--- config.mk ---
export PLATFORM = sky130hd
export DESIGN_NAME = noc_port_buffer
export DESIGN_NICKNAME = d
export VERILOG_FILES = /design/src/rtl/noc_pkg.sv /design/src/rtl/noc_credit_counter.sv /design/src/rtl/noc_port_buffer.sv
export SDC_FILE = /design/constraint.sdc
export NUM_CORES = 1
export LEC_CHECK = 0
export BUFFER_PORTS_ARGS = -buffer_cell sky130_fd_sc_hd__buf_2
export CAP_MARGIN = 20
export CORE_ASPECT_RATIO = 2
export CORE_MARGIN = 2
export CORE_UTILIZATION = 45
export DETAILED_ROUTE_END_ITERATION = 8
export PLACE_DENSITY = 0.72
export SKIP_LAST_GASP = 1
export SYNTH_ARGS = -nofsm -noshare
export SYNTH_HDL_FRONTEND = slang
export SYNTH_SLANG_ARGS = --single-unit
--- constraint.sdc ---
create_clock -name clk -period 5.94 [get_ports clk]
set_input_delay 0.594 -clock clk [delete_from_list [all_inputs] [get_ports clk]]
set_output_delay 0.594 -clock clk [all_outputs]
set_load 0.01 [all_outputs]
--- src/rtl/noc_pkg.sv ---
// Shared defaults, flit type and error-bit positions for the mesh router port logic.
package noc_pkg;
   localparam int DEF_FLIT_W  = 16;
   localparam int DEF_DEPTH   = 4;
   localparam int DEF_CREDITS = 4;

   typedef logic [DEF_FLIT_W-1:0] flit_t;

   localparam int ERR_W      = 3;
   localparam int ERR_IN_OVF = 0;
   localparam int ERR_CR_UNF = 1;
   localparam int ERR_CR_OVF = 2;
endpackage

--- src/rtl/noc_credit_counter.sv ---
// Output-link credit counter: tracks free downstream slots and flags sticky
// underflow/overflow of the credit protocol.
module noc_credit_counter #(
   parameter int CREDITS = 4
) (
   input  logic clk,
   input  logic rst,
   input  logic send_i,
   input  logic credit_i,
   output logic can_send_o,
   output logic unf_err_o,
   output logic ovf_err_o
);
   localparam int CW = $clog2(CREDITS + 1);
   localparam logic [CW-1:0] CRED_MAX = CW'(CREDITS);

   logic [CW-1:0] cnt_p0;

   always_ff @(posedge clk or negedge rst) begin
      if (!rst) begin
         cnt_p0    <= CRED_MAX;
         unf_err_o <= 1'b0;
         ovf_err_o <= 1'b0;
      end else begin
         // a send and a returned credit in the same cycle cancel out
         case ({send_i, credit_i})
            2'b10: begin
               if (cnt_p0 == '0) unf_err_o <= 1'b1;
               else              cnt_p0    <= cnt_p0 - CW'(1);
            end
            2'b01: begin
               if (cnt_p0 == CRED_MAX) ovf_err_o <= 1'b1;
               else                    cnt_p0    <= cnt_p0 + CW'(1);
            end
            default: ;
         endcase
      end
   end

   assign can_send_o = (cnt_p0 != '0);
endmodule

--- src/rtl/noc_port_buffer.sv ---
// Per-port router flow control: input flit FIFO with credit return upstream,
// plus downstream credit tracking and sticky protocol-error flags.
module noc_port_buffer
   import noc_pkg::*;
#(
   parameter int FLIT_W  = DEF_FLIT_W,
   parameter int DEPTH   = DEF_DEPTH,
   parameter int CREDITS = DEF_CREDITS
) (
   input  logic              clk,
   input  logic              rst,
   input  logic [FLIT_W-1:0] link_flit_i,
   input  logic              link_valid_i,
   output logic              link_credit_o,
   output logic [FLIT_W-1:0] deq_flit_o,
   output logic              deq_valid_o,
   input  logic              deq_ready_i,
   input  logic              out_send_i,
   input  logic              out_credit_i,
   output logic              out_can_send_o,
   output logic [ERR_W-1:0]  err_o
);
   localparam int AW = $clog2(DEPTH);
   localparam int PW = AW + 1;

   logic [FLIT_W-1:0] mem [DEPTH];
   logic [PW-1:0]     head_p0, tail_p0;
   logic              empty, full, push, pop;
   logic              in_ovf_p0, credit_p1;
   logic              cr_unf, cr_ovf;

   assign empty = (head_p0 == tail_p0);
   assign full  = (head_p0[AW] != tail_p0[AW]) && (head_p0[AW-1:0] == tail_p0[AW-1:0]);
   assign pop   = !empty && deq_ready_i;
   // a pop frees the slot for a push arriving in the same cycle
   assign push  = link_valid_i && (!full || pop);

   always_ff @(posedge clk or negedge rst) begin
      if (!rst) begin
         head_p0   <= '0;
         tail_p0   <= '0;
         in_ovf_p0 <= 1'b0;
         credit_p1 <= 1'b0;
      end else begin
         if (pop)                    head_p0   <= head_p0 + PW'(1);
         if (push)                   tail_p0   <= tail_p0 + PW'(1);
         if (link_valid_i && !push)  in_ovf_p0 <= 1'b1;
         credit_p1 <= pop;
      end
   end

   always_ff @(posedge clk) begin
      if (push) mem[tail_p0[AW-1:0]] <= link_flit_i;
   end

   // stage p1: registered credit return, one pulse per dequeued flit
   assign link_credit_o = credit_p1;
   assign deq_valid_o   = !empty;
   assign deq_flit_o    = empty ? '0 : mem[head_p0[AW-1:0]];

   noc_credit_counter #(
      .CREDITS(CREDITS)
   ) u_credit_counter (
      .clk       (clk),
      .rst       (rst),
      .send_i    (out_send_i),
      .credit_i  (out_credit_i),
      .can_send_o(out_can_send_o),
      .unf_err_o (cr_unf),
      .ovf_err_o (cr_ovf)
   );

   always_comb begin
      err_o             = '0;
      err_o[ERR_IN_OVF] = in_ovf_p0;
      err_o[ERR_CR_UNF] = cr_unf;
      err_o[ERR_CR_OVF] = cr_ovf;
   end
endmodule

==> impl_metrics.ini <==
[run_status]
status = complete, no violations

[clocking]
insertion_delay_ps = 330
root_buffer = clkbuf_16
cts_buffers = 9
htree_levels = 3
clkSinkCount = 77
cts_buffer_depth = 2
cts-resized-gates = 0
cts_setup_buffers = 0
cts_tree = yes
hold_buffers = 0
path_clk_slew_ps = 60

[finish]
nets = 247
syn_to_final_growth_pct = 19.8
fill_cells = 540
mostFrequentLayoutCell = edfxtp_1
diodes = 0
layout_common_cells = edfxtp_1 (64), buf_2 (43), nor2b_1 (16)
drive_gt1_share_pct = 36.5
multi_input_area_um2 = 876
seqCellArea_um2 = 2250

[setup_path]
cp-end-kind = primary output
r2r_cells = 3
r2r_start = head_p0[1]$_DFFE_PN0P_
worstPathMaxFanout = 19
r2r-end = mem[0][0]$_DFFE_PP_
arrival_ps = 2400
critical_path_class = register to primary output
cp-start-kind = register
crit_required_ps = 5350
reg2reg_slack_ps = 3260

[place]
place.gp.congestion = 0.762
portBuffers = 43
dp_hpwl_mm = 3.51
dpl_worst_slack_ps = 2880

[drt]
dr.pass1.iters = 6
dr.first_iter.drc_count = 43
routedWlPerCell_um = 16.7
via_count = 1637
route.detailed.drc = 0
routed_wl_mm = 5.20
avgViaCountPerCell = 5.25
drtAntennaViolNets = 0

[sta]
tns_ps = 0
slew_violations = 0
fin_ws_ps = 2940
tightest_slew_ps = 895
maxSlewHeadroom_pct = 40.4
timing.fmax_mhz = 333
finalCriticalPeriod_ps = 3000
finalHoldViolations = 0
rsz0062_at_grt = no
finalSetupViolCount = 0
final.period_utilization_pct = 50.5
finClkSkew_ps = 6.64

[floorplan]
start_util_pct = 46.2
die_area_um2 = 7860
fp.coreArea_um2 = 6940
die_x_um = 63.7
io_pins = 44
die_h_um = 123
rows = 43

[global_routing]
grt_pass1_vias = 1727
track_usage_pct = 15.2
grt_start_max_net_pins = 20
overflow = 0
grt_pass1_wl_mm = 8.48
antenna_found_initial = 0

[synthesis]
synthFlopType = edfxtp_1
postSynthAreaPerCell_um2 = 19.0
synth_cell_types = 33
ys_warn_count = 0
synth_cells = 169
netlist_area_um2 = 3210
async_reset_ff_share_pct = 16.9
synth_edf_count = 64
ys_seq_elements = 77
syn_nets = 199
synth.yosys.seq_area_share_pct = 70.1

[power_and_ir_drop]
leakagePower_nw = 1.44
p_per_area_nw_per_um2 = 559
ir_drop_v = 0.000302

[run]
maxCapViolCount = 0

[hold_path]
hold_class = input pin to asynchronous set/reset pin
-- registers in the layout (all words and copies together), names as in the netlist --
register,count
u_credit_counter.ovf_err_o,1
head_p0,3
tail_p0,3
link_credit_o,1
u_credit_counter.unf_err_o,1
mem,64
in_ovf_p0,1
u_credit_counter.cnt_p0,3
-- layout make-up --
| type | instances | share of cell area (%) |
|---|---|---|
| sequential | 77 | 58.5 |
| multi-input combinational | 75 | 22.8 |
| timing repair buffer | 45 | 6.09 |
| clock buffer | 10 | 5.96 |
| tap | 90 | 2.93 |
| clock inverter | 6 | 2.90 |
| inverter | 9 | 0.879 |
-- synthesized netlist by cell type (2+ instances only) --
library cell  number  area, um2
buf_4              3       22.5
clkbuf_1           2       7.51
ha_1               7       87.6
edfxtp_1          64       1920
xnor2_1            4       35.0
mux4_1             4        105
dfrtp_1           12        300
and3_1             4       25.0
buf_2              2       10.0
xor2_1             5       43.8
mux2_2             4       45.0
nor2b_1           16        100
nor2_1             2       7.51
o21bai_1           2       15.0
mux4_2            12        270
inv_1              9       33.8
-- metal layers --
layer	track usage [%]	vias up	part of all wire (%)
li1	-	746	-
met1	15.5	834	37
met2	26.9	49	56
met3	5.55	8	5.4
met4	8.02	0	2.0
met5	0	-	0
-- worst max-delay path by stage --
stage                                      start             end  slack (ps)  cells after the start
after floorplan           head_p0[0]$_DFFE_PN0P_  deq_flit_o[10]        3860                      5
after global placement    head_p0[1]$_DFFE_PN0P_   deq_flit_o[0]        2960                      4
after detailed placement  head_p0[1]$_DFFE_PN0P_   deq_flit_o[1]        2880                      4
after CTS                 head_p0[1]$_DFFE_PN0P_   deq_flit_o[1]        2510                      4
after global routing      head_p0[1]$_DFFE_PN0P_  deq_flit_o[15]        2750                      5
final                     head_p0[1]$_DFFE_PN0P_  deq_flit_o[15]        2940                      5
-- critical path, stage by stage, from the launching register on --
cell and delay [ps]:
dfrtp_1 860, xor2_1 310, nor3_2 480, buf_6 220, nor2b_1 60, buf_2 130
-- cell families (layout without fill, tap and decap cells) --
logic type               after synthesis  count (layout)  share of synthesized area, %
AO/OA/AOI/OAI                         10              10                          2.46
buffers and inverters                 17              70                          2.65
XOR/XNOR                              10              10                          2.96
flip-flops                            77              77                          70.1
adder cells (fa/ha/maj)                8               8                          3.35
multiplexers                          20              20                          13.1
AND/OR/NAND/NOR                       27              27                          5.42
-- metrics by stage --
| step | std cells | util [%] | hold WS, ps | area [um2] | total power [mW] |
|---|---|---|---|---|---|
| global route | 312 | 55.4 | 159 | 3840 | 2.27 |
| detailed placement | 295 | 50.3 | 463 | 3490 | 1.56 |
| finish | 312 | 55.4 | 141 | 3840 | 2.15 |
| global placement | 295 | 50.3 | 460 | 3490 | 1.54 |
| floorplan | 169 | - | 298 | 3210 | 1.33 |
| CTS | 311 | 55.2 | 143 | 3830 | 2.17 |
-- power by group --
group,switching (mW),internal [mW]
logic,0.363,0.349
registers,0.0879,0.737
clock network,0.202,0.410
total,0.653,1.50
Power figures use the tool's default switching activity.
